**config.mk**
```make
export PLATFORM = sky130hd
export DESIGN_NAME = mux8_serial_ctrl
export DESIGN_NICKNAME = d
export VERILOG_FILES = /design/src/rtl/mux8_serial_ctrl.sv
export SDC_FILE = /design/constraint.sdc
export NUM_CORES = 1
export LEC_CHECK = 0
export ABC_AREA = 1
export BUFFER_PORTS_ARGS = -buffer_cell sky130_fd_sc_hd__buf_2
export CAP_MARGIN = 25
export CORE_UTILIZATION = 45
export CTS_CLUSTER_SIZE = 20
export DETAILED_ROUTE_END_ITERATION = 12
export PLACE_DENSITY = 0.75
export REMOVE_ABC_BUFFERS = 1
export SYNTH_ARGS = -nofsm -noshare
export SYNTH_HDL_FRONTEND = slang
export SYNTH_SLANG_ARGS = --single-unit
```
**constraint.sdc**
```tcl
create_clock -name clk -period 1.9 [get_ports clk]
set_input_delay 0.095 -clock clk [delete_from_list [all_inputs] [get_ports clk]]
set_output_delay 0.095 -clock clk [all_outputs]
set_load 0.03 [all_outputs]
```
**src/rtl/mux8_serial_ctrl.sv**
```systemverilog
// Byte-to-bit serializer control around an external 8:1 mux: holds the accepted
// byte on mux_in and steps mux_sel once per accepted serial beat.
module mux8_serial_ctrl #(
  parameter bit         MSB_FIRST = 1'b0,
  parameter logic [2:0] IDLE_SEL  = 3'd0
) (
  input  logic       clk,
  input  logic       rst_n,
  input  logic       load_valid,
  output logic       load_ready,
  input  logic [7:0] load_data,
  output logic [7:0] mux_in,
  output logic [2:0] mux_sel,
  input  logic       mux_out,
  output logic       ser_data,
  output logic       ser_valid,
  input  logic       ser_ready,
  output logic       ser_last,
  output logic       busy
);

  typedef enum logic {
    IDLE,
    SHIFT
  } state_t;

  localparam logic [2:0] START_SEL = MSB_FIRST ? 3'd7 : 3'd0;

  state_t     state, state_nxt;
  logic [2:0] cnt, cnt_nxt;
  logic [2:0] sel_nxt;
  logic [7:0] in_nxt;
  logic       cnt_last;

  assign cnt_last = (cnt == 3'd7);

  always_ff @(posedge clk or negedge rst_n) begin
    if (!rst_n) begin
      state   <= IDLE;
      cnt     <= 3'd0;
      mux_sel <= IDLE_SEL;
      mux_in  <= 8'h00;
    end else begin
      state   <= state_nxt;
      cnt     <= cnt_nxt;
      mux_sel <= sel_nxt;
      mux_in  <= in_nxt;
    end
  end

  // A completed byte can be replaced in the same cycle, so there is no idle bubble.
  always_comb begin
    state_nxt = state;
    cnt_nxt   = cnt;
    sel_nxt   = mux_sel;
    in_nxt    = mux_in;
    case (state)
      IDLE: begin
        if (load_valid) begin
          state_nxt = SHIFT;
          cnt_nxt   = 3'd0;
          sel_nxt   = START_SEL;
          in_nxt    = load_data;
        end
      end
      SHIFT: begin
        if (ser_ready) begin
          if (!cnt_last) begin
            cnt_nxt = cnt + 3'd1;
            sel_nxt = MSB_FIRST ? (mux_sel - 3'd1) : (mux_sel + 3'd1);
          end else if (load_valid) begin
            cnt_nxt = 3'd0;
            sel_nxt = START_SEL;
            in_nxt  = load_data;
          end else begin
            state_nxt = IDLE;
            sel_nxt   = IDLE_SEL;
          end
        end
      end
      default: begin
        state_nxt = IDLE;
        sel_nxt   = IDLE_SEL;
      end
    endcase
  end

  // load_ready stays low while reset is held, even though the state reads IDLE.
  always_comb begin
    ser_valid  = (state == SHIFT);
    busy       = (state == SHIFT);
    ser_last   = (state == SHIFT) && cnt_last;
    ser_data   = mux_out;
    load_ready = rst_n && ((state == IDLE) || ((state == SHIFT) && cnt_last && ser_ready));
  end

endmodule

```
After elaboration in Yosys (flattened, before gate mapping) --
Cells that the tools add are included.
Operators by class: add/subtract/negate cells 2, eq/ne operators 4, multiplexer cells 16, bitwise gates (word level) 1, reductions and logical operators 6
Operators with widths (count):
- two-way mux 8 bit | 3
- two-way mux 3 bit | 6
- case mux 8 bit (2 select lines) | 1
- case mux 3 bit (2 select lines) | 2
- adder 3 x 1 -> 3 bit (second input constant) | 2
- inequality test 2 bit (second input constant) | 2
- AND reduction 2 bit | 2
- == test 3 bit (second input constant) | 1
- logical AND 1 bit | 3
- two-way mux 1 bit | 3
- inequality test 2 x 1 -> 1 bit (second input constant) | 1
- case mux 1 bit (2 select lines) | 1
- logical OR 1 bit | 1
- NOT 1 bit | 1
Storage, ports and cells: flip-flop bits (word level) 15, input bits 13, output and inout port bits 16, word-level logic and storage cells 33

Depth between registers and ports, before layout --
word-level depth 5, mapped depth 9

Worst setup path after synthesis --
Ideal clock, no wire load.
path type reg-to-output, start point reg cnt[0], end point out load_ready, arrival time 1.249 ns, required time 1.805 ns, slack 0.556 ns, cell stages (with the launch flop) 7, path buffers 0, path through dfrtp_1 -> ha_1 -> ha_1 -> inv_1 -> nand2_1 -> nand2_1 -> nor2_1
Between the ends: longest elaborated chain between the ends 5
RTL lines:
- start: declaration | line 30 | logic [2:0] cnt, cnt_nxt;
- start signal: assignment | line 45 | cnt <= cnt_nxt;
- == test 3 bit | line 35 | assign cnt_last = (cnt == 3'd7);
- logical AND 1 bit (2 in a row) | line 94 | load_ready = rst_n && ((state == IDLE) || ((state == SHIFT) && cnt_last && ser_ready));
- logical OR 1 bit | line 94
- logical AND 1 bit | line 94
- end: declaration | line 10 | output logic load_ready,
Every way passes these cells.

Worst setup path after layout --
Ends and elaborated chain as after synthesis.

==> impl_metrics.py <==
metrics = {
    "status": {
        "outcome": "finished with violations",
        "violations": "DRC",
    },
    "yosys": {
        "synth_compound_area_frac": 0.0946,
        "synthSimpleGateAreaFrac": 0.241,
        "muxShareOfSynthArea": 0,
        "yosysSeqAreaShare": 0.473,
        "synth.distinct_cells": 13,
        "synth_top_family_by_area": "simple AND/OR/NAND/NOR gates",
        "postSynthCellCount": 93,
        "synth_fa_ha_area_frac": 0.0631,
        "synth_xor_area_frac": 0,
        "synth_area_um2": 793,
        "ys_ff_latch": 15,
        "syn_avg_cell_area_um2": 8.53,
        "ys_warn_count": 0,
    },
    "floorplan": {
        "die_y_um": 44.0,
        "dieArea_um2": 1930,
        "initial_core_util": 0.503,
        "core_um2": 1580,
        "num_rows": 14,
        "ios": 29,
        "die_w_um": 44.0,
    },
    "worst_setup_path": {
        "path_max_fanout": 3,
        "rrSetupSlack_ps": 480,
        "worstPathArrival_ps": 1540,
        "reg2reg_depth": 7,
        "worstSetupPathType": "register to output port",
        "required_ps": 1800,
        "crit_path_end_kind": "output port",
        "r2r-end": "mux_in[5]$_DFFE_PN0P_",
        "start_kind": "register",
        "r2r_start": "cnt[0]$_DFFE_PN0N_",
    },
    "cts": {
        "clock_latency_ps": 280,
        "cts_tree": "built",
        "h-tree-depth": 1,
        "cts_root_buffer": "clkbuf_4",
        "clockBufferDepth": 2,
        "cts_resized": 0,
        "clk_pin_slew_worst_paths_ps": 90,
        "cts_buffers": 3,
        "clock_sinks": 15,
    },
    "detailed_routing": {
        "ant_nets": 0,
        "wl_met3_um": 69,
        "wl_met1_um": 551,
        "routedWlPerCell_um": 9.25,
        "top_layer": "met4",
        "dr.pass1.iters": 9,
        "wl_mm": 1.27,
        "drt-initial-drc-count": 6,
        "wl_met2_um": 639,
        "vias": 632,
        "vias_per_cell": 4.61,
        "drc_errors": 1,
    },
    "sta": {
        "rsz0062_at_grt": "false",
        "fin_skew_ps": 4.43,
        "max_freq_mhz": 611,
        "period_share": 0.862,
        "relSlewSlack": 0.771,
        "fin_setup_tns_ps": 0,
        "hold_viol_final": 0,
        "period_needed_ps": 1640,
        "hold_slack_ps": 44.5,
        "maxSlewViolCount": 0,
        "setup_viol": 0,
        "worst_slew_pin_slew_ps": 343,
    },
    "worst_hold_path": {
        "min_to": "mux_in[7]$_DFFE_PN0P_",
        "hold_start": "load_data[7]",
        "hold_class": "input port to register",
        "hold_depth": 3,
    },
    "global_route": {
        "grt_pass1_vias": 564,
        "grt_pass1_wl_mm": 2.27,
        "grt_max_degree": 17,
        "grt-ovfl-total": 0,
        "antenna_found_initial": 0,
        "grt_usage": 0.163,
    },
    "place": {
        "dpl.cell_count": 132,
        "port_buffers": 26,
        "placed_cell_area_um2": 913,
        "gp_congestion": 0.772,
        "hpwlAfterDp_um": 992,
    },
    "power_and_ir_drop": {
        "leakagePower_nw": 0.589,
        "vdd_ir_drop_max_uv": 801,
        "p_per_area_nw_per_um2": 1460,
        "total_power_w": 0.00139,
    },
    "cells_and_area": {
        "final_layout_size_suffix_gt1_frac": 0.372,
        "final_cells": 137,
        "final_common_cell": "nand2_1",
        "layout.nets": 139,
        "layout_common_cells": "30 x nand2_1, 26 x buf_2, 17 x inv_1",
        "diodes": 0,
        "final_area_um2": 951,
        "area_growth_pct": 19.9,
    },
    "job": {
        "cap_violations": 0,
    },
}
layer usage:
layer	vias up	track usage
li1	334	-
met1	276	0.205
met2	20	0.266
met3	2	0.0292
met4	0	0.0909
met5	-	0
synth_stat cells:
cell type,number,area (µm²)
buf_8,1,15.0
o21ai_1,1,5.00
ha_1,4,50.1
nand3_4,1,17.5
nand3_1,5,25.0
nand2_1,30,113
dfrtp_1,15,375
inv_2,2,7.51
o21ai_2,8,70.1
nand2_2,4,25.0
nor2_1,3,11.3
buf_4,2,15.0
inv_1,17,63.8
power breakdown:
| part | internal [W] | leakage, nW | switching, W |
|---|---|---|---|
| Sequential | 0.000459 | 0.188 | 0.0000892 |
| Combinational | 0.000221 | 0.382 | 0.000445 |
| Clock | 0.0000780 | 0.0177 | 0.0000970 |
how the worst max path moves through the flow:
| stage | from | to | slack (ps) | cells past startpoint |
|---|---|---|---|---|
| final | cnt[0]$_DFFE_PN0N_ | load_ready | 260 | 7 |
| after global routing | cnt[0]$_DFFE_PN0N_ | load_ready | 160 | 7 |
| after floorplan | busy$_DFF_PN0_ | mux_in[0]$_DFFE_PN0P_ | 490 | 4 |
| after CTS | cnt[0]$_DFFE_PN0N_ | load_ready | 250 | 7 |
| after global placement | cnt[0]$_DFFE_PN0N_ | mux_in[4]$_DFFE_PN0P_ | 530 | 7 |
| after detailed placement | cnt[0]$_DFFE_PN0N_ | mux_in[5]$_DFFE_PN0P_ | 490 | 7 |
metrics by stage:
step | worst slack, ps | utilization
floorplan | 486 | -
global placement | 531 | 0.579
detailed placement | 486 | 0.579
CTS | 246 | 0.603
global route | 158 | 0.603
finish | 263 | 0.603
worst max-delay path: stages, from the launching register on:
cell and delay (ps):
dfrtp_1 400, ha_1 220, ha_1 200, inv_1 80, nand2_1 80, nand2_1 70, nor2_1 40, buf_2 170
layout make-up:
cell class                      count  area [µm²]
Inverter                           19        71.3
Clock buffer                        3        22.5
Clock inverter                      1        5.00
Timing Repair Buffer               27         140
Tap cell                           16        20.0
Multi-Input combinational cell     56         317
Fill cell                         144         626
Sequential cell                    15         375
registers in the layout, summed over array words and instances, names as in the netlist:
register / cells
mux_sel: 3
cnt: 3
mux_in: 8
busy: 1
cells by family after synthesis:
| logic type | Yosys count |
|---|---|
| and+or+nand+nor | 43 |
| buffers and inverters | 22 |
| DFF | 15 |
| AOI/OAI and AO/OA | 9 |
| adders and majority gates | 4 |
what timing repair did:
action,in CTS,in global routing
setup buffers,0,0
endpoints found under the setup margin,0,0
endpoints found under the hold margin,15,0
hold buffers,1,0
(Power assumes the default switching activity.)
